===== config.mk =====
export PLATFORM = sky130hd
export DESIGN_NAME = fetch_stage_flat
export DESIGN_NICKNAME = d
export VERILOG_FILES = /design/src/rtl/fetch_stage_pkg.sv /design/src/rtl/fetch_stage_if.sv /design/src/rtl/fetch_skid_buf.sv /design/src/rtl/fetch_stage.sv /design/src/flat_wrapper.sv
export SDC_FILE = /design/constraint.sdc
export NUM_CORES = 1
export LEC_CHECK = 0
export ABC_AREA = 1
export CAP_MARGIN = 30
export CORE_UTILIZATION = 50
export CTS_BUF_LIST = sky130_fd_sc_hd__clkbuf_2
export CTS_CLUSTER_SIZE = 12
export DETAILED_ROUTE_END_ITERATION = 10
export DONT_BUFFER_PORTS = 1
export PLACE_DENSITY = 0.62
export SETUP_SLACK_MARGIN = 0.15
export SYNTH_ARGS = -nofsm -noshare
export SYNTH_HDL_FRONTEND = slang
export SYNTH_SLANG_ARGS = --single-unit

===== constraint.sdc =====
create_clock -name clk -period 5.2 [get_ports clk]
set_clock_uncertainty 0.1 [all_clocks]
set_input_delay 0.78 -clock clk [delete_from_list [all_inputs] [get_ports clk]]
set_output_delay 0.78 -clock clk [all_outputs]
set_load 0.01 [all_outputs]

===== src/rtl/fetch_stage_pkg.sv =====
// Shared constants and types for the instruction fetch stage.
// Imported by the fetch interface, skid buffer and fetch_stage top.
package fetch_stage_pkg;

  localparam int unsigned FETCH_AW = 32;
  localparam int unsigned FETCH_DW = 32;

  localparam logic [FETCH_AW-1:0] BASEADDR_DEF = 32'h0100_0000;
  localparam logic [FETCH_DW-1:0] NOP_INSN     = 32'h0000_0013;

  localparam logic [6:0] OPCODE_LOAD   = 7'b0000011;
  localparam logic [6:0] OPCODE_OP_IMM = 7'b0010011;
  localparam logic [6:0] OPCODE_AUIPC  = 7'b0010111;
  localparam logic [6:0] OPCODE_STORE  = 7'b0100011;
  localparam logic [6:0] OPCODE_OP     = 7'b0110011;
  localparam logic [6:0] OPCODE_LUI    = 7'b0110111;
  localparam logic [6:0] OPCODE_BRANCH = 7'b1100011;
  localparam logic [6:0] OPCODE_JALR   = 7'b1100111;
  localparam logic [6:0] OPCODE_JAL    = 7'b1101111;
  localparam logic [6:0] OPCODE_SYSTEM = 7'b1110011;

  localparam logic [1:0] S_IDLE  = 2'd0;
  localparam logic [1:0] S_RUN   = 2'd1;
  localparam logic [1:0] S_FLUSH = 2'd2;

  typedef struct packed {
    logic [FETCH_AW-1:0] pc;
    logic [FETCH_DW-1:0] insn;
  } fetch_entry_t;

  function automatic logic [6:0] insn_opcode(
    input logic [FETCH_DW-1:0] insn
  );
    return insn[6:0];
  endfunction

endpackage


===== src/rtl/fetch_stage_if.sv =====
// Fetch bus bundle: instruction-memory request/response plus
// the valid/ready handshake towards decode.
interface fetch_stage_if
  import fetch_stage_pkg::*;
#(
  parameter int unsigned AWIDTH = FETCH_AW,
  parameter int unsigned DWIDTH = FETCH_DW
) ();

  logic              imem_req_o;
  logic [AWIDTH-1:0] imem_addr_o;
  logic [DWIDTH-1:0] imem_rdata_i;
  logic              ready_i;
  logic              valid_o;
  logic [AWIDTH-1:0] pc_o;
  logic [DWIDTH-1:0] insn_o;
  logic [6:0]        opcode_o;

  modport master (
    output imem_req_o,
    output imem_addr_o,
    input  imem_rdata_i,
    input  ready_i,
    output valid_o,
    output pc_o,
    output insn_o,
    output opcode_o
  );

  modport slave (
    input  imem_req_o,
    input  imem_addr_o,
    output imem_rdata_i,
    output ready_i,
    input  valid_o,
    input  pc_o,
    input  insn_o,
    input  opcode_o
  );

endinterface


===== src/rtl/fetch_skid_buf.sv =====
// Two-entry FIFO of fetched {pc, insn} with push/pop/flush.
// Flush wins over push and pop in the same cycle.
module fetch_skid_buf
  import fetch_stage_pkg::*;
#(
  parameter type entry_t = fetch_entry_t
) (
  input  logic       clk,
  input  logic       rst_ni,
  input  logic       push_i,
  input  entry_t     data_i,
  input  logic       pop_i,
  input  logic       flush_i,
  output entry_t     head_o,
  output logic       full_o,
  output logic       empty_o,
  output logic [1:0] count_o
);

  entry_t     mem_q [2];
  logic       rd_q;
  logic       rd_d;
  logic       wr_q;
  logic       wr_d;
  logic [1:0] cnt_q;
  logic [1:0] cnt_d;
  logic       do_push;
  logic       do_pop;

  assign do_push = push_i && !flush_i;
  assign do_pop  = pop_i && !flush_i && (cnt_q != 2'd0);

  assign full_o  = (cnt_q == 2'd2);
  assign empty_o = (cnt_q == 2'd0);
  assign count_o = cnt_q;
  assign head_o  = mem_q[rd_q];

  // Pointer and occupancy next-state.
  always_comb begin
    rd_d  = rd_q;
    wr_d  = wr_q;
    cnt_d = cnt_q;
    if (flush_i) begin
      rd_d  = 1'b0;
      wr_d  = 1'b0;
      cnt_d = 2'd0;
    end else begin
      if (do_pop)  rd_d = ~rd_q;
      if (do_push) wr_d = ~wr_q;
      cnt_d = cnt_q + {1'b0, do_push} - {1'b0, do_pop};
    end
  end

  // Pointer and occupancy registers, cleared by reset.
  always_ff @(posedge clk) begin
    if (!rst_ni) begin
      rd_q  <= 1'b0;
      wr_q  <= 1'b0;
      cnt_q <= 2'd0;
    end else begin
      rd_q  <= rd_d;
      wr_q  <= wr_d;
      cnt_q <= cnt_d;
    end
  end

  // Entry storage; contents are only read when non-empty.
  always_ff @(posedge clk) begin
    if (do_push) mem_q[wr_q] <= data_i;
  end

  no_overflow_a: assert property (
    @(posedge clk) disable iff (!rst_ni)
    !(do_push && full_o && !do_pop)
  );

endmodule


===== src/rtl/fetch_stage.sv =====
// Instruction fetch stage: PC owner, imem requester, decode feeder.
// Optional misaligned-redirect trap: define FETCH_MISALIGN_TRAP_EN.
module fetch_stage
  import fetch_stage_pkg::*;
#(
  parameter int unsigned       AWIDTH   = FETCH_AW,
  parameter int unsigned       DWIDTH   = FETCH_DW,
  parameter logic [AWIDTH-1:0] BASEADDR = AWIDTH'(BASEADDR_DEF)
) (
  input  logic              clk,
  input  logic              reset,
  fetch_stage_if.master     bus,
  input  logic              redirect_i,
  input  logic [AWIDTH-1:0] redirect_pc_i
`ifdef FETCH_MISALIGN_TRAP_EN
  ,
  output logic              misalign_o
`endif
);

  typedef struct packed {
    logic [AWIDTH-1:0] pc;
    logic [DWIDTH-1:0] insn;
  } entry_t;

  logic [1:0]        state_q;
  logic [1:0]        state_d;
  logic [AWIDTH-1:0] pc_q;
  logic [AWIDTH-1:0] pc_d;
  logic              infl_q;
  logic              infl_d;
  logic [AWIDTH-1:0] infl_pc_q;
  logic [AWIDTH-1:0] infl_pc_d;
  logic [AWIDTH-1:0] last_pc_q;
  logic [AWIDTH-1:0] last_pc_d;
  logic              mis_q;
  logic              mis_d;

  logic [AWIDTH-1:0] redir_tgt;
  logic              redir_bad;
  logic              running;
  logic              out_valid;
  logic              pop;
  logic              push;
  logic              req;
  logic [2:0]        occ;
  logic [DWIDTH-1:0] insn_w;

  entry_t            push_data;
  entry_t            buf_head;
  logic              buf_full;
  logic              buf_empty;
  logic [1:0]        buf_count;

`ifdef FETCH_MISALIGN_TRAP_EN
  assign redir_tgt  = redirect_pc_i;
  assign redir_bad  = redirect_i && (redirect_pc_i[1:0] != 2'b00);
  assign misalign_o = mis_q;
`else
  assign redir_tgt  = redirect_pc_i & ~AWIDTH'(3);
  assign redir_bad  = 1'b0;
`endif

  assign running   = (state_q == S_RUN) || (state_q == S_FLUSH);
  assign out_valid = !buf_empty && !mis_q;
  assign pop       = out_valid && bus.ready_i;

  // Slots claimed after this edge: buffered + arriving - leaving.
  assign occ = {1'b0, buf_count} + {2'b00, infl_q} - {2'b00, pop};
  assign req = running && !redirect_i && !mis_q && (occ < 3'd2);

  // The arriving word is dropped when a redirect lands on this edge.
  assign push      = infl_q && !redirect_i;
  assign push_data = '{pc: infl_pc_q, insn: bus.imem_rdata_i};

  fetch_skid_buf #(
    .entry_t (entry_t)
  ) u_buf (
    .clk     (clk),
    .rst_ni  (reset),
    .push_i  (push),
    .data_i  (push_data),
    .pop_i   (pop),
    .flush_i (redirect_i),
    .head_o  (buf_head),
    .full_o  (buf_full),
    .empty_o (buf_empty),
    .count_o (buf_count)
  );

  assign insn_w = buf_empty ? DWIDTH'(NOP_INSN) : buf_head.insn;

  assign bus.imem_req_o  = req;
  assign bus.imem_addr_o = pc_q;
  assign bus.valid_o     = out_valid;
  assign bus.pc_o        = buf_empty ? last_pc_q : buf_head.pc;
  assign bus.insn_o      = insn_w;
  assign bus.opcode_o    = insn_opcode(insn_w);

  // FSM: idle one cycle after reset, flush one cycle after redirect.
  always_comb begin
    state_d = state_q;
    case (state_q)
      S_IDLE:  state_d = redirect_i ? S_FLUSH : S_RUN;
      S_RUN:   state_d = redirect_i ? S_FLUSH : S_RUN;
      S_FLUSH: state_d = redirect_i ? S_FLUSH : S_RUN;
      default: state_d = S_IDLE;
    endcase
  end

  // PC, in-flight tracking, last presented PC, trap flag.
  always_comb begin
    pc_d = pc_q;
    unique case (1'b1)
      redirect_i: pc_d = redir_tgt;
      req:        pc_d = pc_q + AWIDTH'(4);
      default:    pc_d = pc_q;
    endcase
    infl_d    = req;
    infl_pc_d = pc_q;
    last_pc_d = buf_empty ? last_pc_q : buf_head.pc;
    mis_d     = mis_q || redir_bad;
  end

  // Fetch state registers with synchronous active-low reset.
  always_ff @(posedge clk) begin
    if (!reset) begin
      state_q   <= S_IDLE;
      pc_q      <= BASEADDR;
      infl_q    <= 1'b0;
      infl_pc_q <= BASEADDR;
      last_pc_q <= BASEADDR;
      mis_q     <= 1'b0;
    end else begin
      state_q   <= state_d;
      pc_q      <= pc_d;
      infl_q    <= infl_d;
      infl_pc_q <= infl_pc_d;
      last_pc_q <= last_pc_d;
      mis_q     <= mis_d;
    end
  end

  buf_no_overflow_a: assert property (
    @(posedge clk) disable iff (!reset)
    !(buf_full && push && !pop)
  );

endmodule


===== src/flat_wrapper.sv =====
// flat-port wrapper written by rule: the top's interface ports become plain ports
module fetch_stage_flat import fetch_stage_pkg::*;
#(
  parameter int unsigned       AWIDTH   = FETCH_AW,
  parameter int unsigned       DWIDTH   = FETCH_DW,
  parameter logic [AWIDTH-1:0] BASEADDR = AWIDTH'(BASEADDR_DEF)
)
  (clk, reset, redirect_i, redirect_pc_i, bus_imem_req_o, bus_imem_addr_o, bus_imem_rdata_i, bus_ready_i, bus_valid_o, bus_pc_o, bus_insn_o, bus_opcode_o);
  fetch_stage_if #(.AWIDTH(AWIDTH), .DWIDTH(DWIDTH)) bus_i ();
  input  logic clk;
  input  logic reset;
  input  logic redirect_i;
  input  logic [AWIDTH-1:0] redirect_pc_i;
  output wire logic [$bits(bus_i.imem_req_o)-1:0] bus_imem_req_o;
  output wire logic [$bits(bus_i.imem_addr_o)-1:0] bus_imem_addr_o;
  input wire logic [$bits(bus_i.imem_rdata_i)-1:0] bus_imem_rdata_i;
  input wire logic [$bits(bus_i.ready_i)-1:0] bus_ready_i;
  output wire logic [$bits(bus_i.valid_o)-1:0] bus_valid_o;
  output wire logic [$bits(bus_i.pc_o)-1:0] bus_pc_o;
  output wire logic [$bits(bus_i.insn_o)-1:0] bus_insn_o;
  output wire logic [$bits(bus_i.opcode_o)-1:0] bus_opcode_o;
  assign bus_imem_req_o = bus_i.imem_req_o;
  assign bus_imem_addr_o = bus_i.imem_addr_o;
  assign bus_i.imem_rdata_i = bus_imem_rdata_i;
  assign bus_i.ready_i = bus_ready_i;
  assign bus_valid_o = bus_i.valid_o;
  assign bus_pc_o = bus_i.pc_o;
  assign bus_insn_o = bus_i.insn_o;
  assign bus_opcode_o = bus_i.opcode_o;
  fetch_stage #(.AWIDTH(AWIDTH), .DWIDTH(DWIDTH), .BASEADDR(BASEADDR)) u_core (.clk(clk), .reset(reset), .bus(bus_i), .redirect_i(redirect_i), .redirect_pc_i(redirect_pc_i));
endmodule

==> results of run 1 <==
[synth_stat cells, drive strengths merged]
library cell | count | area, um2
nor2 | 87 | 347
and2 | 29 | 181
a31oi | 1 | 6.26
dfxtp | 100 | 2000
nand2 | 298 | 1140
conb | 1 | 3.75
fa | 1 | 20.0
xor2 | 2 | 17.5
or2 | 2 | 12.5
xnor2 | 5 | 51.3
buf | 37 | 226
edfxtp | 124 | 3720
nand3b | 6 | 45.0
inv | 83 | 312
ha | 5 | 62.6
o21ai | 30 | 150
a21oi | 99 | 495
a211oi | 1 | 7.51
nand3 | 56 | 280
clkbuf | 13 | 48.8
nor3 | 3 | 15.0
clkinv | 1 | 3.75
[report_power, final]
group	leakage, nW	total (mW)	switching, mW	internal [mW]
Combinational	1.89	0.193	0.122	0.0706
Sequential	2.00	1.99	0.0665	1.92
Clock	0.428	1.20	0.681	0.523
[sequential cells by signal (all words and copies together) (netlist names), named ones only]
name	cells
u_core.last_pc_q	32
u_core.u_buf.rd_q	1
u_core.state_q	2
u_core.u_buf.count_o	2
u_core.infl_pc_q	30
u_core.infl_q	1
u_core.bus.imem_addr_o	30
u_core.u_buf.mem_q	124
u_core.u_buf.wr_q	1
[per-stage QoR]
| stage | util (%) | instances | hold WS [ns] |
|---|---|---|---|
| after CTS | 56.4 | 1308 | 0.000664 |
| after global placement | 51.4 | 1170 | 0.305 |
| after floorplan | - | 985 | 0.304 |
| after detailed placement | 51.5 | 1171 | 0.312 |
| final | 56.6 | 1312 | 0.0999 |
| after global routing | 56.6 | 1312 | 0.000205 |
[metal layers]
| metal | global-route usage (%) | routed length, um | vias to the layer above |
|---|---|---|---|
| met5 | 0 | 0 | - |
| met4 | 6.96 | 281 | 0 |
| met3 | 6.18 | 1650 | 24 |
| met2 | 36.7 | 9990 | 222 |
| met1 | 31.1 | 9560 | 3107 |
| li1 | - | - | 3336 |
[final cells by class]
class / count / area [um2]
sequential: 224 / 5730
clock buffer: 95 / 475
multi-input combinational: 627 / 2860
fill: 1636 / 7790
inverter: 84 / 315
tap: 229 / 287
antenna: 1 / 2.50
clock inverter: 9 / 63.8
timing repair buffer: 43 / 443
[repair_timing]
action / in CTS / in global routing
hold endpoints to repair: 124 / 2
resized for setup: 0 / 0
hold buffers: 33 / 3
[kinds of logic after synthesis]
kind of cell | after synthesis | synth area share (%)
other cells | 1 | 0.0410
fa+ha+maj | 6 | 0.903
buf+inv | 134 | 6.45
flops | 224 | 62.6
xor+xnor | 7 | 0.752
compound gates | 131 | 7.21
simple gates | 481 | 22.1
[critical path, delay by kind of cell, from the launching register on]
family / cells / cell delay [ns]
and+or+nand+nor: 6 / 0.68
buffers and inverters: 4 / 0.34
adders and majority gates: 2 / 0.75
DFF: 1 / 0.41
[how the worst max path moves through the flow]
stage                                       start                    endpoint  slack (ns)
final                     u_core.u_buf.count_o[1]              bus_imem_req_o        1.34
after global placement                bus_ready_i  u_core.bus.imem_addr_o[26]        1.93
after floorplan                        redirect_i    u_core.u_buf.mem_q[1][0]        0.87
after detailed placement              bus_ready_i  u_core.bus.imem_addr_o[28]        1.90
after CTS                 u_core.u_buf.count_o[1]              bus_imem_req_o        1.25
after global routing      u_core.u_buf.count_o[1]              bus_imem_req_o        1.04
==> summary.md, run 1 <==
| Metric | Value |
|---|---|
| Final Hold Fails | 0 |
| CP max stage cell | fa_1 |
| Worst setup margin | 1.34 ns |
| Slew headroom | 51.1% |
| Leak Pwr | 4.32 nW |
| Avg Inst Size Synth | 9.30 um2 |
| #FFs+latches synth | around 220 |
| First-pass GRT wire length | 33.0 mm |
| Unique masters post-synth | 32 |
| Worst Path Max Fanout | 10 |
| Peak supply drop | 0.000147 V |
| Setup Total Neg Slack | 0 ns |
| Overall power | 3.38 mW |
| Most frequent CP cell | nand2_1 |
| Gpl congestion | 0.885 |
| Detail Route Antenna Nets | 0 |
| Max-cap violations | 0 |
| Initial antenna violation count | 1 |
| Post CTS Setup Buffer Count | 0 |
| Die Wd | 137 um |
| H-tree depth | 2 |
| Sequential area share after synthesis | 62.6% |
| Mapped Cells | 984 |
| Hold path startpoint | reset |
| Port Buf Inserts | 0 |
| Worst R2R End | u_core.bus.imem_addr_o[28] |
| Startpoint Class | flop |
| Reg clk slew, reported paths | 0.10 ns |
| Post-route DRC | 0 |
| Wirelength per Cell | 16.4 um |
| Setup CP Type | reg2out |
| Commonest cells after routing, fill and taps aside | 294 x nand2_1, 124 x edfxtp_1, 99 x a21oi_1, 99 x dfxtp_1, 95 x clkbuf_2 |
| Final setup fails | 0 |
| Largest net degree at the start of global routing | 63 |
| Vias | 6689 |
| Via/cell ratio | 5.10 |
| Layout area overhead | 11.2% |
| Kind of end point of the critical path | primary output |
| CTS buffer count | 56 |
| Peak Freq | 259 MHz |
| Share of cells above drive strength 1 | 11.6% |
| Worst R2R Start | u_core.u_buf.count_o[1] |
| Hold crit path type | in2reg |
| RSZ-0062 raised after global routing | false |
| DIE AREA | ~19000 um2 |
| Die height | 137 um |
| Max incr delay on CP | 0.49 ns |
| Number of clock sinks | 224 |
| CTS max path bufs | 3 |
| CP required | 4.32 ns |
| Gr ovfl total | 0 |
| Status | finished clean |
| Crit path DAT | 2.98 ns |
| 1st-iter DRT viols | 427 |
| Ys Warns | 0 |
| TritonCTS clock tree | built |
| Hold Path Stages | 2 |
| Hold EP | u_core.infl_pc_q[10] |
| Nets@finish | 1110 |
| Final instance area | 10200 um2 |
| GRT Util Overall | approximately 23% |
| Drt first pass iters | 5 |
| Final min period | slightly below 4 ns |
| Ports | about 170 |
| Most common cell after layout, fill and taps aside | nand2_1 |
| Pre-CTS WS | 1.90 ns |
| Detailed placement HPWL | 13.0 mm |
| FF-to-FF path depth | 16 |
| Vias in the first global route | 6347 |
| Core Area | 18000 um2 |
| Initial Utilization | between 50% and 60% |
| Slew @ Worst Pin | 0.732 ns |
| Post-Route WL | 21.5 mm |
| Root Buffer | clkbuf_2 |
| Final period util | 74.2% |
| Max-slew violations | 0 |
| DP Area | between 9000 and 10000 um2 |
| Post-synthesis instance area | 9150 um2 |
| CP Cell Sequence | nor2_4 > inv_2 > nand2_1 > inv_1 > ha_1 > inv_1 > nand2_1 > fa_1 > nand2_1 > nor2_1 > nand2_4 > inv_2 |
| Rows | 49 |
| Power Dens Cells | 333 nW/um2 |
| Reg2Reg Setup Slack | 2.09 ns |
| Worst skew pair latency | 0.79 ns |
No activity file was read; power rests on OpenSTA's default activity.
==> run 2: changes to the inputs <==
Settings changed: PLACE_DENSITY 0.62 to 0.65.
Clock period 5.2 ns to 3.3 ns, I/O delays scaled along.
==> run 2 against run 1 <==
Against the previous run: clock power grew 47%; core utilization grew 3.6 points; cell area grew 6.4%; critical path depth is the same; worst hold slack gained 0.063 ns; critical endpoint unchanged; die area is the same.
==> summary.md, run 2 (synthesis gave the netlist of run 1 again) <==
| Metric | Value |
|---|---|
| GR Layer Usage met1 | 28.3% |
| GR Util met3 | 6.73% |
| Final Hold Fails | 0 |
| Die Wd | 137 um |
| Core Area | approximately 18000 um2 |
| Worst skew pair latency | 0.78 ns |
| Dpl cells | 1172 |
| Setup Total Neg Slack | 0 ns |
| Max-slew violations | 0 |
| Status | finished clean |
| Worst R2R Start | u_core.u_buf.count_o[0] |
| Wirelength per Cell | 15.7 um |
| DIE AREA | 18800 um2 |
| Via/cell ratio | about 5.1 |
| CP required | around 2.7 ns |
| 1st-iter DRT viols | ~350 |
| Sw Share | 26.0% |
| Largest net degree at the start of global routing | between 80 and 90 |
| Startpoint Class | flop |
| H-tree depth | 2 |
| Psw | 1.37 mW |
| Overall power | 5.26 mW |
| First-pass GRT wire length | 33.0 mm |
| Share of cells above drive strength 1 | 11.8% |
| Port Buf Inserts | 0 |
| FF-to-FF path depth | 17 |
| Post-Route WL | 21.6 mm |
| Initial antenna violation count | 0 |
| Hold crit path type | in2reg |
| CP startpoint | u_core.u_buf.count_o[0] |
| RSZ-0062 raised after global routing | true |
| Crit path DAT | between 2 and 3 ns |
| Post-route DRC | 0 |
| Slew headroom | 52.1% |
| Detailed placement HPWL | approximately 13 mm |
| P_int | 3.89 mW |
| Final min period | roughly 3.1 ns |
| Worst R2R End | u_core.bus.imem_addr_o[23] |
| Slew @ Worst Pin | a little over 0.7 ns |
| Rows | 49 |
| Gpl congestion | slightly above 0.9 |
| Most Used Layer, Global Route | met2 |
| Commonest cells after routing, fill and taps aside | 292 x nand2_1, 124 x edfxtp_1, 99 x a21oi_1 |
| Final instance area | 10800 um2 |
| Worst setup margin | about 0.17 ns |
| Biggest regs | u_core.u_buf.mem_q: 124 flops, u_core.last_pc_q: 32 flops |
| Logic pwr share | 7.1% |
| Critical Path End | bus_imem_req_o |
| Final setup fails | 0 |
| Reg power frac | 59.5% |
| Reg2Reg Setup Slack | 0.34 ns |
| Peak Freq | 319 MHz |
| Vias | 6945 |
| CTS buffer count | 55 |
| Ports | 173 |
| Register with the most flip-flops | u_core.u_buf.mem_q |
| Worst hold margin | 0.163 ns |
| DP Area | approximately 9300 um2 |
| Max-cap violations | 0 |
| Leak Pwr | 4.55 nW |
| Number of clock sinks | 224 |
| Layout area overhead | 18.3% |
| GRT Util Overall | 22.9% |
| Clock share of power | 33.4% |
| Worst Path Max Fanout | 5 |
| Final period util | 95.0% |
| Die height | 137 um |
| GR Util met2 | 37.5% |
| Initial Utilization | around half |
| Setup CP Type | reg2out |
| Final core utilization | 60.3% |
| Detail Route Antenna Nets | 0 |
| Kind of end point of the critical path | primary output |
| TritonCTS clock tree | built |
| Most common cell after layout, fill and taps aside | nand2_1 |
| Vias in the first global route | approximately 6.6k |
| Nets@finish | around 1.2k |
| Reg clk slew, reported paths | 0.09 ns |
| Hold path startpoint | redirect_i |
| Root Buffer | clkbuf_2 |
| Pre-CTS WS | 0.180 ns |
| Peak supply drop | between 0.0002 and 0.00025 V |
| Gr ovfl total | 0 |
| Antenna Cells | 0 |
| CTS max path bufs | 3 |
| Power Dens Cells | a little under 500 nW/um2 |
| Max reg flops | roughly 120 |
| Final std cells w/o fill | 1375 |
| Max incr delay on CP | 0.48 ns |
| Drt first pass iters | 5 |
| CP Cell Sequence | nor2_4 > inv_2 > nand2_4 > inv_4 > ha_4 > inv_2 > nand2_2 > fa_1 > nand2_1 > nor2_2 > nand2_4 > inv_8 |
| CP max stage cell | fa_1 |
[run 2: cell types whose count changed in the layout (fill, tap and decap cells not counted), moves of 2 or more]
cell,delta
dlygate4sd3_1,+57
clkbuf_2,-6
buf_4,+5
clkinv_1,+5
inv_4,+3
buf_12,+2
clkinv_2,-2
dfxtp_1,-2
inv_1,-2
inv_2,+2
nand2_1,-2
[run 2: worst max-delay path, delay by kind of cell (launching register included)]
kind	cells	cell delay [ns]
adders and majority gates	2	0.68
buffers and inverters	4	0.22
and+or+nand+nor	6	0.51
DFF	1	0.34
[run 2: what timing repair did]
| item | 4_1_cts | 5_1_grt |
|---|---|---|
| gates cloned | 2 | 0 |
| pin swaps | 8 | 6 |
| hold buffers | 93 | 0 |
| hold endpoints to repair | 164 | 0 |
| endpoints found under the setup margin | 3 | 5 |
| setup buffers | 5 | 1 |
| resized for setup | 13 | 2 |
[run 2: layout make-up]
| cell class | count | area (um2) |
|---|---|---|
| Tap cell | 229 | 287 |
| Fill cell | 1563 | 7140 |
| Inverter | 84 | 327 |
| Clock inverter | 13 | 48.8 |
| Multi-Input combinational cell | 627 | 2880 |
| Timing Repair Buffer | 107 | 1090 |
| Clock buffer | 89 | 445 |
| Sequential cell | 224 | 5730 |
| Timing Repair inverter | 2 | 12.5 |
[run 2: worst min path at each step]
stage | end | slack [ns] | cells past startpoint
after floorplan | u_core.u_buf.mem_q[0][34] | 0.30 | 0
after global placement | u_core.u_buf.mem_q[0][41] | 0.31 | 0
after detailed placement | u_core.u_buf.mem_q[0][56] | 0.31 | 0
after CTS | u_core.u_buf.mem_q[0][38] | 0.06 | 3
after global routing | u_core.u_buf.mem_q[0][63] | 0.1 | 3
final | u_core.u_buf.count_o[1] | 0.16 | 5
[run 2: power groups by stage]
stage	combinational (mW)	clock, mW	sequential, mW
6_report	0.373	1.76	3.13
5_1_grt	0.415	1.98	3.14
4_1_cts	0.369	1.82	3.13
3_5_place_dp	0.250	0	3.19
3_3_place_gp	0.246	0	3.19
2_1_floorplan	0.214	0	3.16
[run 2: metal layers]
layer  vias to the layer above  part of all wire, %
met3                        32                  8.7
met1                      3194                   42
met4                         0                  2.2
met2                       259                   47
li1                       3460                    -
met5                         -                    0
